===== config.mk =====
export PLATFORM = sky130hd
export DESIGN_NAME = decode_stage
export DESIGN_NICKNAME = d
export VERILOG_FILES = /design/src/rtl/decode_stage.sv
export SDC_FILE = /design/constraint.sdc
export NUM_CORES = 2
export LEC_CHECK = 0
export CAP_MARGIN = 0
export CELL_PAD_IN_SITES_DETAIL_PLACEMENT = 1
export CELL_PAD_IN_SITES_GLOBAL_PLACEMENT = 1
export CORE_ASPECT_RATIO = 0.7
export CORE_MARGIN = 5
export CORE_UTILIZATION = 59
export CTS_CLUSTER_SIZE = 8
export DETAILED_ROUTE_END_ITERATION = 10
export DONT_BUFFER_PORTS = 1
export PLACE_DENSITY = 0.85
export SYNTH_ARGS = -nofsm -noshare
export SYNTH_HDL_FRONTEND = slang
export SYNTH_SLANG_ARGS = --single-unit

===== constraint.sdc =====
create_clock -name clk -period 6.8 [get_ports clk]
set_input_delay 0.68 -clock clk [delete_from_list [all_inputs] [get_ports clk]]
set_output_delay 0.68 -clock clk [all_outputs]
set_load 0.02 [all_outputs]

===== src/rtl/decode_stage.sv =====
// RV32I decode / operand-fetch stage: one instruction per cycle in, one decoded ALU slot out.
// Optional macro DECODE_WB_BYPASS_EN forwards a same-cycle writeback to the operand read.
module decode_stage #(
  parameter int WORD_SIZE = 32,
  parameter int REG_COUNT = 32
) (
  input  logic                 clk,
  input  logic                 rst,
  input  logic                 in_valid,
  output logic                 in_ready,
  input  logic [31:0]          in_instr,
  output logic                 out_valid,
  input  logic                 out_ready,
  output logic [2:0]           alu_op,
  output logic [WORD_SIZE-1:0] arg1,
  output logic [WORD_SIZE-1:0] arg2,
  output logic [4:0]           rd,
  input  logic                 wb_en,
  input  logic [4:0]           wb_rd,
  input  logic [WORD_SIZE-1:0] wb_data,
  output logic                 halted
);

  typedef enum logic {ST_RUN, ST_HALT} state_e;
  typedef enum logic [2:0] {
    OP_AND = 3'd0, OP_OR = 3'd1, OP_XOR = 3'd2, OP_SLL = 3'd3,
    OP_SRL = 3'd4, OP_ADD = 3'd5, OP_SUB = 3'd6
  } alu_op_e;

  state_e                 state_q, state_d;
  logic                   out_valid_q, out_valid_d;
  alu_op_e                alu_op_q, alu_op_d;
  logic [WORD_SIZE-1:0]   arg1_q, arg1_d, arg2_q, arg2_d;
  logic [4:0]             rd_q, rd_d;
  logic [WORD_SIZE-1:0]   rf_q [REG_COUNT];

  logic [6:0]             opcode, funct7;
  logic [2:0]             funct3;
  logic [4:0]             rs1, rs2, rd_idx;
  logic                   legal, use_imm, accept;
  alu_op_e                dec_op;
  logic [WORD_SIZE-1:0]   imm, rs1_val, rs2_val;

  assign opcode = in_instr[6:0];
  assign rd_idx = in_instr[11:7];
  assign funct3 = in_instr[14:12];
  assign rs1    = in_instr[19:15];
  assign rs2    = in_instr[24:20];
  assign funct7 = in_instr[31:25];

  assign in_ready = (state_q == ST_RUN) && (!out_valid_q || out_ready);
  assign accept   = in_valid && in_ready;

  // NOTE: every variable written in a combinational block gets a default first, so no path can infer a latch.
  always_comb begin
    legal   = 1'b0;
    use_imm = 1'b0;
    dec_op  = OP_ADD;
    imm     = {{(WORD_SIZE-12){in_instr[31]}}, in_instr[31:20]};
    case (opcode)
      7'b0110011: begin
        if (funct7 == 7'b0000000) begin
          legal = 1'b1;
          case (funct3)
            3'b000:  dec_op = OP_ADD;
            3'b111:  dec_op = OP_AND;
            3'b110:  dec_op = OP_OR;
            3'b100:  dec_op = OP_XOR;
            3'b001:  dec_op = OP_SLL;
            3'b101:  dec_op = OP_SRL;
            default: legal  = 1'b0;
          endcase
        end else if (funct7 == 7'b0100000 && funct3 == 3'b000) begin
          legal  = 1'b1;
          dec_op = OP_SUB;
        end
      end
      7'b0010011: begin
        legal   = 1'b1;
        use_imm = 1'b1;
        case (funct3)
          3'b000:  dec_op = OP_ADD;
          3'b111:  dec_op = OP_AND;
          3'b110:  dec_op = OP_OR;
          3'b100:  dec_op = OP_XOR;
          3'b001, 3'b101: begin
            // Shift-immediates: upper imm bits must be zero (srai is rejected).
            dec_op = (funct3 == 3'b001) ? OP_SLL : OP_SRL;
            legal  = (funct7 == 7'b0000000);
            imm    = {{(WORD_SIZE-5){1'b0}}, in_instr[24:20]};
          end
          default: legal = 1'b0;
        endcase
      end
      default: legal = 1'b0;
    endcase
  end

  always_comb begin
    rs1_val = (rs1 == 5'd0) ? '0 : rf_q[rs1];
    rs2_val = (rs2 == 5'd0) ? '0 : rf_q[rs2];
`ifdef DECODE_WB_BYPASS_EN
    if (wb_en && wb_rd != 5'd0 && wb_rd == rs1) rs1_val = wb_data;
    if (wb_en && wb_rd != 5'd0 && wb_rd == rs2) rs2_val = wb_data;
`endif
  end

  always_comb begin
    state_d     = state_q;
    out_valid_d = out_valid_q;
    alu_op_d    = alu_op_q;
    arg1_d      = arg1_q;
    arg2_d      = arg2_q;
    rd_d        = rd_q;
    if (accept && !legal) state_d = ST_HALT;
    if (accept && legal) begin
      out_valid_d = 1'b1;
      alu_op_d    = dec_op;
      arg1_d      = rs1_val;
      arg2_d      = use_imm ? imm : rs2_val;
      rd_d        = rd_idx;
    end else if (out_ready) begin
      out_valid_d = 1'b0;
    end
  end

  // NOTE: sequential state is assigned only with non-blocking <= so every flop samples pre-edge values.
  always_ff @(posedge clk) begin
    if (rst) begin
      state_q     <= ST_RUN;
      out_valid_q <= 1'b0;
      alu_op_q    <= OP_AND;
      arg1_q      <= '0;
      arg2_q      <= '0;
      rd_q        <= '0;
    end else begin
      state_q     <= state_d;
      out_valid_q <= out_valid_d;
      alu_op_q    <= alu_op_d;
      arg1_q      <= arg1_d;
      arg2_q      <= arg2_d;
      rd_q        <= rd_d;
    end
  end

  // NOTE: the register file is built from flops, so clearing it on reset is legal; a RAM macro could not be reset this way.
  always_ff @(posedge clk) begin
    if (rst) begin
      for (int i = 0; i < REG_COUNT; i++) rf_q[i] <= '0;
    end else if (wb_en && wb_rd != 5'd0) begin
      rf_q[wb_rd] <= wb_data;
    end
  end

  assign out_valid = out_valid_q;
  assign alu_op    = alu_op_q;
  assign arg1      = arg1_q;
  assign arg2      = arg2_q;
  assign rd        = rd_q;
  assign halted    = (state_q == ST_HALT);

endmodule

* Yosys cells after proc, flatten, opt, wreduce, memory -nomap -nowiden
Memory sizes are Yosys's and may differ from the RTL's. Index checks and enable logic that the tools add are counted.
Word-level totals: bits in registers 74, latch bits 0, bits in writable memories 1024, memory bits (read-only) 0, bits of input ports 74, output and inout bits 75, word-level logic and storage cells 62, memories kept 1
Operators by class: add/sub/neg operators 0, $mul 0, divide/modulo/power cells 0, $lt $le $gt $ge 0, equal/unequal tests 8, shifts and indexed selects 0, multiplexer cells 27, bitwise logic cells 1, reduce and logical (&&, ||, !) cells 19
Memories:
- rf_q | words 32, width 32, rd ports 2, clocked after Yosys merged registers in 0, write ports 32, line 35 | logic [WORD_SIZE-1:0] rf_q [REG_COUNT];
Operators with widths (number):
- 2-to-1 mux 32 bit | 6
- OR reduction 32 bit | 1
- one-hot mux 3 bit (5 select lines) | 1
- equality test 7 x 6 -> 1 bit, second input constant | 2
- equality test 3 bit, second input constant | 4
- 2-to-1 mux 1 bit | 12
- one-hot mux 3 bit (4 select lines) | 1
- logical NOT 5 bit | 2
- equality test 7 x 5 -> 1 bit, second input constant | 1
- logical NOT 7 bit | 1
- logical AND 1 bit | 6
- 2-to-1 mux 3 bit | 2
- one-hot mux 3 bit (2 select lines) | 1
- OR reduction 6 bit | 1
- 2-to-1 mux 5 bit | 1
- nonzero test 5 bit | 1
- one-hot mux 1 bit (2 select lines) | 2
- OR reduction 4 bit | 1
- equality test 3 x 1 -> 1 bit, second input constant | 1
- logical NOT 3 bit | 1
- logical NOT 1 bit | 2
- 2-to-1 mux 2 bit | 1
- nonzero test 2 bit | 1
- OR reduction 2 bit | 1
- 2 further kinds | 2

* Depth between registers and ports, before layout
word-level depth 7, mapped depth 10, gate-level depth less buffers 6

* Least setup slack after synthesis
No wires, ideal clock.
kind input -> register, start point input port rst, end point memory rf_q[14][0], enable pin, setup time 0.466 ns, data arrival time 3.776 ns, required time 6.334 ns, slack 2.558 ns, stages 5, buffers on the path 2, cell sequence clkbuf_1 nor2b_1 nand3b_1 clkbuf_1 o21ai_0
RTL lines:
- start, declared | line 8 | input logic rst,
- end, declared | line 35

* Final worst setup path
start point input port in_instr[25], end point register arg2_q[16] (netlist: arg2[16])
On the way: cells in the longest elaborated chain, start to end 6, elaborated cells between the ends (all ways) 8, classes of those cells eq/ne: 1; mux: 4; reduce/logical: 3
Ends and longest elaborated chain:
- start, declared | line 11 | input logic [31:0] in_instr,
- equality test 7 x 6 -> 1 bit | line 73 | end else if (funct7 == 7'b0100000 && funct3 == 3'b000) begin
- logical AND 1 bit | line 73
- 2-to-1 mux 1 bit | line 73
- 2-to-1 mux 1 bit | line 62 | if (funct7 == 7'b0000000) begin
- one-hot mux 1 bit (2 select lines) * | line 60 | case (opcode)
- logical AND 1 bit * | line 116 | if (accept && legal) begin
- end signal, assigned | line 141 | arg2_q <= arg2_d;
- end, declared | line 33 | logic [WORD_SIZE-1:0] arg1_q, arg1_d, arg2_q, arg2_d;
Mark *: on every way between the ends. The rest lies on a longest branch, timed or not. A chain may end at the register's enable or synchronous reset.

==> run metrics <==
CTS Sinks=1,098; average size of a mapped cell=15.3 um^2; Worst Path Max Fanout=58; slew at the pin closest to its max-slew limit=1470 ps; post-route cell area=0.0622 mm^2; H-tree levels=4; RSZ-0062 raised after global routing=false; sequential share of the synthesized area=57.0%; Die X=380 um; Power Dens Cells=268 mW/mm^2; Total GRT Usage=41.7%; Worst EP arrival=3840 ps; Seq pwr share=47.7%; GR Overflow Total=0; Worst Path Class, Setup=input port to flop; initial antenna violation count=19; Primary FF master, synth=edfxtp_1; die height=269 um; ys async rst share=0%; area grow syn2layout=10.0%; CTS tree=done; placed instance count=4,668; Tightest Hold Check Type=input port to flop; Clk network pwr share=43.5%; Ports=149; CTS max path bufs=3; global-route wire length before repair=299,000 um; Max-Cap Viols=0; Starting DRT DRC Count=6,917; Final Cycle Share=47.8%; synth cell count leaders=1,024 x edfxtp_1, 993 x and2_1, 533 x mux4_2; root buffer cell=clkbuf_16; total of cells resized after clock tree synthesis=0; Mapped Area=0.0566 mm^2; Post-DP Area=0.0578 mm^2; fillers=8,245; HP Start=rst; routed vias/inst=7.79; largest net degree at the start of global routing=261; Post-synth EDFFs=1,024; Pleak=21.1 nW; Logic pwr share=8.9%; PortBufs=0; HPWL Detailed=120,000 um; Final Hold Viols=0; Req. time, crit path=7390 ps; final wirelength=213,000 um; Psw=4.03 mW; yosys warns=0; # setup viols final=0; die area=0.102 mm^2; Reg2Reg Setup Slack=3760 ps; Initial Utilization=59.2%; vias in the first global route=40,400; layout cells sized above 1=23.5%; Worst-path clk slew=50 ps; Worst slew margin=1.74%; later-pin clock latency in the skew report=790 ps; remaining antenna violation count=0; Synth Register Bits=1,098; status=completed; Min-Delay Endpoint=rf_q[0][9]; synthesized instance count=3,697; Hold Path Depth=0; top cell type's share of synthesized area=54.4%; FP Rows=95; reg2reg start=halted; post-DR wirelength/cell=43.4 um; biggest area consumer among synthesized cells=edfxtp_1; post-synthesis cell type count=57; Crit Reg-Reg Endpoint=arg2[16]; max-slew violation count=0; first-pass iteration count of the detailed router=7; TritonCTS Buffers=155; CP startpoint kind=input port; r2r worst-path depth=4; DP Worst Slack=2890 ps; DRC Markers=0; VDD IR max=0.000246 V; Non-Filler Instances=4,911; Achievable Freq=307 MHz; Sw Share=24.1%; placer congestion estimate=0.882; most numerous cell in the Yosys netlist=edfxtp_1; core area=0.0956 mm^2; P_int=12.7 mW; vias post-DR=38,200; Clock Skews=27.2 ps; Final nets=3,641; setup TNS=0 ps; Synth area leaders=edfxtp_1 54%, mux4_2 21%, and2_1 11%; fin crit period=3250 ps; Worst Slack Setup Final=3550 ps; nature of the critical path endpoint=flop
flip-flops by register name, summed over array words and instances (netlist names):
register,cells
alu_op,3
arg1,32
arg2,32
halted,1
out_valid,1
rd,5
rf_q,1024
how the worst max path moves through the flow:
stage | startpoint | cells past startpoint | endpoint
3_3_place_gp | in_instr[25] | 6 | arg2[19]
5_1_grt | in_instr[25] | 6 | arg2[16]
3_5_place_dp | in_instr[25] | 6 | arg1[20]
2_1_floorplan | rst | 5 | rf_q[14][0]
4_1_cts | in_instr[25] | 6 | arg2[16]
6_report | in_instr[25] | 6 | arg2[16]
kinds of logic after synthesis:
| group | share of synthesized area (%) |
|---|---|
| xor gates and xnor gates | 0.0310 |
| DFF | 57.0 |
| AOI/OAI and AO/OA | 3.34 |
| other | 0.00663 |
| muxes | 23.8 |
| buffers and inverters | 2.86 |
| and+or+nand+nor | 13.0 |
worst max-delay path: stages:
cell and delay (ps):
or4_4 520, or4_1 490, a221oi_2 330, o211a_4 760
a21o_1 770, a21oi_1 250
power by group through the flow:
stage	Clock, mW	Combinational, mW	Sequential, mW
after floorplan	0	1.12	7.99
after global placement	0	1.35	7.99
after detailed placement	0	1.39	8.07
after CTS	7.23	1.42	7.95
after global routing	7.57	1.48	7.98
final	7.26	1.48	7.97
layout by cell type, fill, tap and decap left out, types with 4 or more instances in the layout:
master | netlist | final
edfxtp_1 | 1024 | 1024
and2_1 | 993 | 993
mux4_2 | 533 | 533
clkbuf_16 | 0 | 158
mux2i_1 | 145 | 145
nand2_1 | 83 | 83
dfxtp_1 | 74 | 74
a21oi_1 | 70 | 70
buf_4 | 2 | 70
clkbuf_1 | 288 | 63
nor2_1 | 74 | 39
o22ai_1 | 33 | 33
o2bb2ai_1 | 32 | 32
conb_1 | 1 | 32
o21ai_4 | 0 | 31
nor2_4 | 0 | 30
a22oi_1 | 30 | 30
nand3_1 | 30 | 29
nand4_1 | 21 | 21
a31oi_1 | 20 | 20
o22a_1 | 18 | 18
o221ai_1 | 9 | 9
o21ai_0 | 39 | 8
o21ai_1 | 7 | 7
diode_2 | 0 | 6
nand3b_1 | 6 | 6
nor2_2 | 1 | 6
nor2b_1 | 6 | 5
inv_1 | 6 | 5
nor3_1 | 5 | 5
inv_6 | 0 | 5
clkinv_8 | 0 | 5
or3_1 | 4 | 4
final cells by class:
type | instances | area, um^2 | share of cell area (%)
Tap cell | 1261 | 1580 | 2.54
Timing Repair Buffer | 73 | 566 | 0.909
Clock inverter | 13 | 194 | 0.312
Multi-Input combinational cell | 2233 | 23400 | 37.7
Sequential cell | 1098 | 32200 | 51.8
Antenna cell | 6 | 15.0 | 0.0241
Inverter | 6 | 23.8 | 0.0382
Clock buffer | 221 | 4190 | 6.73
through the flow:
step           utilization (%)  power, mW  hold slack, ps
4_1_cts                   65.1       16.6            14.3
5_1_grt                   65.1       17.0           0.569
3_3_place_gp              60.5       9.34             567
6_report                  65.1       16.7            8.36
2_1_floorplan                -       9.10             544
3_5_place_dp              60.5       9.46             570
what timing repair did:
| action | in CTS | in global routing |
|---|---|---|
| setup buffers | 0 | 0 |
| endpoints found under the hold margin | 20 | 0 |
| hold buffers | 3 | 0 |
layer usage:
metal	track usage [%]	share of wire, %	vias to the layer above
met3	15.0	15	936
met1	51.7	33	19600
li1	-	-	13900
met4	27.0	7.6	6
met2	63.2	45	3712
met5	0	0.019	-
Note: power is estimated with default switching activity, not from simulation.
